## src/rtl/mem_access_pkg.sv

```systemverilog
// Shared definitions for the memory access stage: operator codes, the
// operator bus width, FSM state codes and small operator classification
// helpers used by both the stage and its lane steering logic.
package mem_access_pkg;

  localparam int MEM_OPERATOR_BUS = 4;

  localparam logic [MEM_OPERATOR_BUS-1:0] MEM_OP_NONE = 4'd0;
  localparam logic [MEM_OPERATOR_BUS-1:0] MEM_OP_LB   = 4'd1;
  localparam logic [MEM_OPERATOR_BUS-1:0] MEM_OP_LBU  = 4'd2;
  localparam logic [MEM_OPERATOR_BUS-1:0] MEM_OP_LH   = 4'd3;
  localparam logic [MEM_OPERATOR_BUS-1:0] MEM_OP_LHU  = 4'd4;
  localparam logic [MEM_OPERATOR_BUS-1:0] MEM_OP_LW   = 4'd5;
  localparam logic [MEM_OPERATOR_BUS-1:0] MEM_OP_SB   = 4'd6;
  localparam logic [MEM_OPERATOR_BUS-1:0] MEM_OP_SH   = 4'd7;
  localparam logic [MEM_OPERATOR_BUS-1:0] MEM_OP_SW   = 4'd8;

  typedef enum logic {
    STATE_IDLE = 1'b0,
    STATE_BUS  = 1'b1
  } state_e;

  // Loads return data to the register file.
  function automatic logic op_is_load(input logic [MEM_OPERATOR_BUS-1:0] op);
    return (op == MEM_OP_LB) || (op == MEM_OP_LBU) || (op == MEM_OP_LH) ||
           (op == MEM_OP_LHU) || (op == MEM_OP_LW);
  endfunction

  // Stores drive the bus write data lanes.
  function automatic logic op_is_store(input logic [MEM_OPERATOR_BUS-1:0] op);
    return (op == MEM_OP_SB) || (op == MEM_OP_SH) || (op == MEM_OP_SW);
  endfunction

  // Any operator that needs the bus; undefined codes fall through as NONE.
  function automatic logic op_is_mem(input logic [MEM_OPERATOR_BUS-1:0] op);
    return op_is_load(op) || op_is_store(op);
  endfunction

  // Halfwords need an even address, words need a 4-byte aligned address.
  function automatic logic op_is_aligned(input logic [MEM_OPERATOR_BUS-1:0] op,
                                         input logic [1:0] address_low);
    logic aligned;
    case (op)
      MEM_OP_LH, MEM_OP_LHU, MEM_OP_SH: aligned = ~address_low[0];
      MEM_OP_LW, MEM_OP_SW:             aligned = (address_low == 2'b00);
      default:                          aligned = 1'b1;
    endcase
    return aligned;
  endfunction

endpackage

```

## src/rtl/mem_lane_steer.sv

```systemverilog
// Combinational byte lane steering: turns an operator and the low address
// bits into bus byte enables, replicated store data and the sign/zero
// extended load result (little-endian, lane0 = bits[7:0]).
module mem_lane_steer
  import mem_access_pkg::*;
(
  input  logic [MEM_OPERATOR_BUS-1:0] mem_operator_i,
  input  logic [1:0]                  address_low_i,
  input  logic [31:0]                 store_data_i,
  input  logic [31:0]                 read_data_i,
  output logic [3:0]                  byte_select_o,
  output logic [31:0]                 store_data_steered_o,
  output logic [31:0]                 load_data_o
);

  logic [7:0]  lane_byte;
  logic [15:0] lane_half;

  // Byte enables and store data replication follow the access size.
  always_comb begin
    byte_select_o        = 4'b0000;
    store_data_steered_o = 32'h0000_0000;
    case (mem_operator_i)
      MEM_OP_LB, MEM_OP_LBU: byte_select_o = 4'b0001 << address_low_i;
      MEM_OP_SB: begin
        byte_select_o        = 4'b0001 << address_low_i;
        store_data_steered_o = {4{store_data_i[7:0]}};
      end
      MEM_OP_LH, MEM_OP_LHU: byte_select_o = address_low_i[1] ? 4'b1100 : 4'b0011;
      MEM_OP_SH: begin
        byte_select_o        = address_low_i[1] ? 4'b1100 : 4'b0011;
        store_data_steered_o = {2{store_data_i[15:0]}};
      end
      MEM_OP_LW: byte_select_o = 4'b1111;
      MEM_OP_SW: begin
        byte_select_o        = 4'b1111;
        store_data_steered_o = store_data_i;
      end
      default: byte_select_o = 4'b0000;
    endcase
  end

  // Pick the addressed byte and halfword out of the returned word.
  always_comb begin
    lane_byte = read_data_i[7:0];
    case (address_low_i)
      2'd1:    lane_byte = read_data_i[15:8];
      2'd2:    lane_byte = read_data_i[23:16];
      2'd3:    lane_byte = read_data_i[31:24];
      default: lane_byte = read_data_i[7:0];
    endcase
    lane_half = address_low_i[1] ? read_data_i[31:16] : read_data_i[15:0];
  end

  // Extend the selected lane to a full register value.
  always_comb begin
    load_data_o = read_data_i;
    case (mem_operator_i)
      MEM_OP_LB:  load_data_o = {{24{lane_byte[7]}}, lane_byte};
      MEM_OP_LBU: load_data_o = {24'h000000, lane_byte};
      MEM_OP_LH:  load_data_o = {{16{lane_half[15]}}, lane_half};
      MEM_OP_LHU: load_data_o = {16'h0000, lane_half};
      default:    load_data_o = read_data_i;
    endcase
  end

endmodule

```

## src/rtl/mem_access.sv

```systemverilog
// Memory pipeline stage. Passes non-memory results straight through with
// one cycle of latency, runs loads and stores on a request/acknowledge bus
// while stalling upstream, and reports misalignment and bus timeouts as
// single-cycle exceptions alongside output_valid.
module mem_access
  import mem_access_pkg::*;
#(
  parameter int TIMEOUT_CYCLES = 255,
  parameter int COUNTER_WIDTH  = 16
) (
  input  logic                        clock,
  input  logic                        reset,
  input  logic                        input_valid,
  input  logic [MEM_OPERATOR_BUS-1:0] mem_operator,
  input  logic [4:0]                  input_write_address,
  input  logic                        input_write_enable,
  input  logic [31:0]                 input_write_data,
  input  logic [31:0]                 store_data,
  output logic                        stall_request,
  output logic                        bus_request,
  output logic                        bus_write,
  output logic [31:0]                 bus_address,
  output logic [3:0]                  bus_byte_select,
  output logic [31:0]                 bus_write_data,
  input  logic [31:0]                 bus_read_data,
  input  logic                        bus_acknowledge,
  output logic [4:0]                  write_address,
  output logic                        write_enable,
  output logic [31:0]                 write_data,
  output logic                        output_valid,
  output logic                        exception_misaligned,
  output logic                        exception_bus_error
);

  localparam bit TIMEOUT_ENABLED = (TIMEOUT_CYCLES != 0);
  localparam logic [COUNTER_WIDTH-1:0] TIMEOUT_LAST = COUNTER_WIDTH'(TIMEOUT_CYCLES - 1);

  state_e                      state_q, state_d;
  logic [COUNTER_WIDTH-1:0]    counter_q, counter_d;
  logic                        bus_request_q, bus_request_d;
  logic                        bus_write_q, bus_write_d;
  logic [31:0]                 bus_address_q, bus_address_d;
  logic [3:0]                  bus_byte_select_q, bus_byte_select_d;
  logic [31:0]                 bus_write_data_q, bus_write_data_d;
  logic [4:0]                  write_address_q, write_address_d;
  logic                        write_enable_q, write_enable_d;
  logic [31:0]                 write_data_q, write_data_d;
  logic                        output_valid_q, output_valid_d;
  logic                        misaligned_q, misaligned_d;
  logic                        bus_error_q, bus_error_d;
  logic [MEM_OPERATOR_BUS-1:0] operator_q, operator_d;
  logic [1:0]                  address_low_q, address_low_d;
  logic [4:0]                  dest_address_q, dest_address_d;
  logic                        dest_enable_q, dest_enable_d;

  logic [MEM_OPERATOR_BUS-1:0] steer_operator;
  logic [1:0]                  steer_address_low;
  logic [3:0]                  steer_byte_select;
  logic [31:0]                 steer_store_data;
  logic [31:0]                 steer_load_data;
  logic                        timeout;

  // While a transaction is outstanding the steering works from the latched
  // operator and address so the load extension matches the request.
  always_comb begin
    steer_operator    = mem_operator;
    steer_address_low = input_write_data[1:0];
    if (state_q == STATE_BUS) begin
      steer_operator    = operator_q;
      steer_address_low = address_low_q;
    end
  end

  mem_lane_steer u_lane_steer (
    .mem_operator_i       (steer_operator),
    .address_low_i        (steer_address_low),
    .store_data_i         (store_data),
    .read_data_i          (bus_read_data),
    .byte_select_o        (steer_byte_select),
    .store_data_steered_o (steer_store_data),
    .load_data_o          (steer_load_data)
  );

  assign timeout = TIMEOUT_ENABLED && (counter_q == TIMEOUT_LAST);

  // Next-state and output decisions; pulses and write_enable default low.
  always_comb begin
    state_d           = state_q;
    counter_d         = counter_q;
    bus_request_d     = bus_request_q;
    bus_write_d       = bus_write_q;
    bus_address_d     = bus_address_q;
    bus_byte_select_d = bus_byte_select_q;
    bus_write_data_d  = bus_write_data_q;
    write_address_d   = write_address_q;
    write_enable_d    = 1'b0;
    write_data_d      = write_data_q;
    output_valid_d    = 1'b0;
    misaligned_d      = 1'b0;
    bus_error_d       = 1'b0;
    operator_d        = operator_q;
    address_low_d     = address_low_q;
    dest_address_d    = dest_address_q;
    dest_enable_d     = dest_enable_q;
    stall_request     = 1'b0;

    case (state_q)
      STATE_IDLE: begin
        if (input_valid) begin
          if (!op_is_mem(mem_operator)) begin
            write_address_d = input_write_address;
            write_enable_d  = input_write_enable;
            write_data_d    = input_write_data;
            output_valid_d  = 1'b1;
          end else if (!op_is_aligned(mem_operator, input_write_data[1:0])) begin
            write_address_d = input_write_address;
            output_valid_d  = 1'b1;
            misaligned_d    = 1'b1;
          end else begin
            stall_request     = 1'b1;
            state_d           = STATE_BUS;
            counter_d         = '0;
            bus_request_d     = 1'b1;
            bus_write_d       = op_is_store(mem_operator);
            bus_address_d     = {input_write_data[31:2], 2'b00};
            bus_byte_select_d = steer_byte_select;
            bus_write_data_d  = steer_store_data;
            operator_d        = mem_operator;
            address_low_d     = input_write_data[1:0];
            dest_address_d    = input_write_address;
            dest_enable_d     = input_write_enable;
          end
        end
      end

      STATE_BUS: begin
        stall_request = !bus_acknowledge && !timeout;
        if (bus_acknowledge) begin
          state_d         = STATE_IDLE;
          bus_request_d   = 1'b0;
          output_valid_d  = 1'b1;
          write_address_d = dest_address_q;
          if (op_is_load(operator_q)) begin
            write_enable_d = dest_enable_q;
            write_data_d   = steer_load_data;
          end
        end else if (timeout) begin
          state_d         = STATE_IDLE;
          bus_request_d   = 1'b0;
          output_valid_d  = 1'b1;
          write_address_d = dest_address_q;
          bus_error_d     = 1'b1;
        end else begin
          counter_d = counter_q + COUNTER_WIDTH'(1);
        end
      end

      default: state_d = STATE_IDLE;
    endcase
  end

  // State and registered outputs; reset abandons any outstanding access.
  always_ff @(posedge clock or posedge reset) begin
    if (reset) begin
      state_q           <= STATE_IDLE;
      counter_q         <= '0;
      bus_request_q     <= 1'b0;
      bus_write_q       <= 1'b0;
      bus_address_q     <= 32'h0000_0000;
      bus_byte_select_q <= 4'b0000;
      bus_write_data_q  <= 32'h0000_0000;
      write_address_q   <= 5'd0;
      write_enable_q    <= 1'b0;
      write_data_q      <= 32'h0000_0000;
      output_valid_q    <= 1'b0;
      misaligned_q      <= 1'b0;
      bus_error_q       <= 1'b0;
      operator_q        <= MEM_OP_NONE;
      address_low_q     <= 2'b00;
      dest_address_q    <= 5'd0;
      dest_enable_q     <= 1'b0;
    end else begin
      state_q           <= state_d;
      counter_q         <= counter_d;
      bus_request_q     <= bus_request_d;
      bus_write_q       <= bus_write_d;
      bus_address_q     <= bus_address_d;
      bus_byte_select_q <= bus_byte_select_d;
      bus_write_data_q  <= bus_write_data_d;
      write_address_q   <= write_address_d;
      write_enable_q    <= write_enable_d;
      write_data_q      <= write_data_d;
      output_valid_q    <= output_valid_d;
      misaligned_q      <= misaligned_d;
      bus_error_q       <= bus_error_d;
      operator_q        <= operator_d;
      address_low_q     <= address_low_d;
      dest_address_q    <= dest_address_d;
      dest_enable_q     <= dest_enable_d;
    end
  end

  assign bus_request          = bus_request_q;
  assign bus_write            = bus_write_q;
  assign bus_address          = bus_address_q;
  assign bus_byte_select      = bus_byte_select_q;
  assign bus_write_data       = bus_write_data_q;
  assign write_address        = write_address_q;
  assign write_enable         = write_enable_q;
  assign write_data           = write_data_q;
  assign output_valid         = output_valid_q;
  assign exception_misaligned = misaligned_q;
  assign exception_bus_error  = bus_error_q;

endmodule

```

## config.mk

```make
export PLATFORM = sky130hd
export DESIGN_NAME = mem_access
export DESIGN_NICKNAME = d
export VERILOG_FILES = /design/src/rtl/mem_access_pkg.sv /design/src/rtl/mem_lane_steer.sv /design/src/rtl/mem_access.sv
export SDC_FILE = /design/constraint.sdc
export NUM_CORES = 1
export LEC_CHECK = 0
export ABC_AREA = 1
export CAP_MARGIN = 25
export CORE_MARGIN = 3
export CORE_UTILIZATION = 36
export DETAILED_ROUTE_END_ITERATION = 10
export GPL_ROUTABILITY_DRIVEN = 0
export GPL_TIMING_DRIVEN = 0
export MAX_ROUTING_LAYER = met4
export PLACE_DENSITY = 0.72
export SYNTH_ARGS = -nofsm -noshare
export SYNTH_HDL_FRONTEND = slang
export SYNTH_SLANG_ARGS = --single-unit
```

## constraint.sdc

```tcl
create_clock -name clock -period 10.4 [get_ports clock]
set_input_delay 3.12 -clock clock [delete_from_list [all_inputs] [get_ports clock]]
set_output_delay 3.12 -clock clock [all_outputs]
set_load 0.01 [all_outputs]
```

==> results.toml <==
[run_status]
status = "finished, final reports clean"

[cts]
cts-root-buf = "clkbuf_16"
insertion_delay_ns = 0.42
cts.sinks = 138
path_clk_slew_ns = 0.06
cts_made_buffers = 17
post-cts-setup-buffer-count = 0
clockBufferDepth = 2
cts.repair.resized = 0
hold_buffers = 0
cts_tree = "built"
cts.htree.levels = 4

[cells_and_area]
fin_cells = 1628
drive_above_1_share = 0.0769
nets = 1452
diodes = 0
layout.cells.most_common_list = "nand2_1 (389), clkdlybuf4s50_1 (219), dfrtp_1 (138)"
area_growth_pct = 40.9
final_common_cell = "nand2_1"

[pwr]
p_per_area_mw_per_mm2 = 199
p_sw_w = 0.000743
p_seq_frac = 0.344
ir_drop_uv = 97.3
cell_internal_pwr_w = 0.00145
clkPwrFrac = 0.296
p_leak_nw = 5.47
switching_share = 0.338
comb_power_share = 0.360

[timing]
drv_slew = 0
fin_crit_sh = 0.819
setup_viol = 0
clock.fmax_ghz = 0.117
finalHoldViolCount = 0
tightest_slew_ns = 0.623
clock_skew_ns = 0.00956
fin_crit_ns = 8.52
fin_setup_tns_ns = 0
rsz0062_at_grt = "false"
relSlewSlack = 0.585
hold_slack_ns = 0.476

[place]
dp_hpwl_um = 20700
dp.cells = 1596
port-buffer-count = 219

[global_routing]
antenna_found_initial = 0
grt_pass1_wl_um = 42700
grt_max_degree = 81
grt_remaining_overflow = 0
grt_usage = 0.235
grt_pass1_vias = 7782

[routing]
drc_errors = 0
dr.pass1.iters = 6
post_drt_wl_per_cell_um = 16.6
vias_per_cell = 5.02
vias = 8178
drtAntennaViolNets = 0
wirelength_um = 27000
drt_first_iter_violations = 583

[synth]
async_reset_ff_frac = 1.00
syn_inst = 1100
ys_warn_count = 0
synth_edf_count = 0
synth_top_area_cell = "dfrtp_1"
yosysSeqAreaShare = 0.441
ys_ff_latch = 138
syn_area_mm2 = 0.00783
syn_avg_cell_area_um2 = 7.12
synth.area.top_cells = "dfrtp_1 (44%), nand2_1 (19%), o21ai_0 (6.3%)"
netlist.area_leader.share = 0.441
synthFlopType = "dfrtp_1"
ys_types = 34

[min_path]
hp-class = "reg -> reg"
hold_path_startpoint = "bus_byte_select[0]"

[worst_setup_path]
cp.arrival_ns = 5.40
end_kind = "output pin"
worstPathRequired_ns = 7.28
cp-startpoint = "mem_operator[0]"
crit_type = "in -> out"
worstReg2RegStart = "state_q"
cp_max_fo = 11
start_kind = "input pin"

[die]
fp.coreArea_mm2 = 0.0212
die_h_um = 153
ios = 222
die_w_um = 153
row_count = 53
start_util = 0.369
dieArea_mm2 = 0.0235

[run]
max_cap_violations = 0
[per-stage QoR]
stage                     cell area (µm²)  power [W]   util  setup slack, ns
after floorplan                      7830    0.00114      -             3.30
after global placement              10400    0.00154  0.489             1.40
after detailed placement            10400    0.00155  0.490             1.89
after CTS                           11000    0.00221  0.520             1.88
after global routing                11000    0.00233  0.520             1.72
final                               11000    0.00219  0.520             1.88
[worst max-delay path, cell delays in order]
cell             delay [ns]
clkdlybuf4s50_1        0.52
nor2_1                 0.22
nand2_1                0.08
nand3_1                0.06
nand2_1                0.06
nand2_1                0.10
nand3_1                0.19
nand2_1                0.20
buf_2                  0.26
clkdlybuf4s50_1        0.59
[power groups by stage]
stage          clock [W]  sequential [W]  combinational, W
2_1_floorplan          0        0.000810          0.000326
3_3_place_gp           0        0.000760          0.000777
3_5_place_dp           0        0.000762          0.000789
4_1_cts         0.000659        0.000756          0.000793
5_1_grt         0.000685        0.000773          0.000869
6_report        0.000649        0.000755          0.000790
[path summary, 6_finish.rpt]
path                                      endpoint  slack [ns]  depth (start not counted)
worst max-delay path                 stall_request        1.88                         10
worst min-delay path            bus_byte_select[0]        0.48                          2
worst max register to register      write_data[18]        8.20                          7
worst min register to register  bus_byte_select[0]        0.48                          2
max in group asynchronous            write_data[4]        6.45                          3
min in group asynchronous        bus_write_data[7]        3.14                          2
[registers in the layout, indices dropped and copies added, names as in the netlist]
signal / flops
write_address: 5
state_q: 1
bus_write: 1
dest_address_q: 5
exception_misaligned: 1
write_data: 32
bus_byte_select: 4
dest_enable_q: 1
address_low_q: 2
write_enable: 1
bus_request: 1
exception_bus_error: 1
bus_write_data: 32
counter_q: 16
operator_q: 4
output_valid: 1
bus_address: 30
[per-layer routing]
metal | up-vias | GRT usage | part of all wire
li1 | 3951 | - | -
met1 | 3756 | 0.308 | 0.44
met2 | 404 | 0.358 | 0.44
met3 | 67 | 0.0561 | 0.089
met4 | 0 | 0.0837 | 0.035
met5 | - | - | 0
[kinds of logic after synthesis]
family | count (synthesis) | synth area share
xor+xnor | 11 | 0.0123
buf+inv | 186 | 0.101
other cells | 1 | 0.000479
fa+ha+maj | 2 | 0.00320
compound gates | 201 | 0.133
simple gates | 561 | 0.309
flops | 138 | 0.441
[layout make-up]
cell class	instances	area, µm²
Fill cell	2101	10200
Sequential cell	138	3450
Inverter	133	504
Multi-Input combinational cell	777	3590
Timing Repair Buffer	220	2220
Tap cell	275	344
Buffer	53	292
Clock buffer	20	467
Clock inverter	12	163
[synth_stat cells, types with 8 or more instances]
| cell | n |
|---|---|
| a21oi_1 | 59 |
| o21ai_1 | 29 |
| nand2_1 | 389 |
| clkbuf_1 | 19 |
| xor2_1 | 11 |
| nor3_1 | 8 |
| nand3b_1 | 8 |
| buf_2 | 23 |
| nand4_1 | 8 |
| nand3_1 | 66 |
| dfrtp_1 | 138 |
| inv_1 | 129 |
| nor2_1 | 44 |
| a21boi_1 | 8 |
| o21ai_0 | 99 |
| nand2_2 | 13 |
Power figures use the tool's default switching activity.
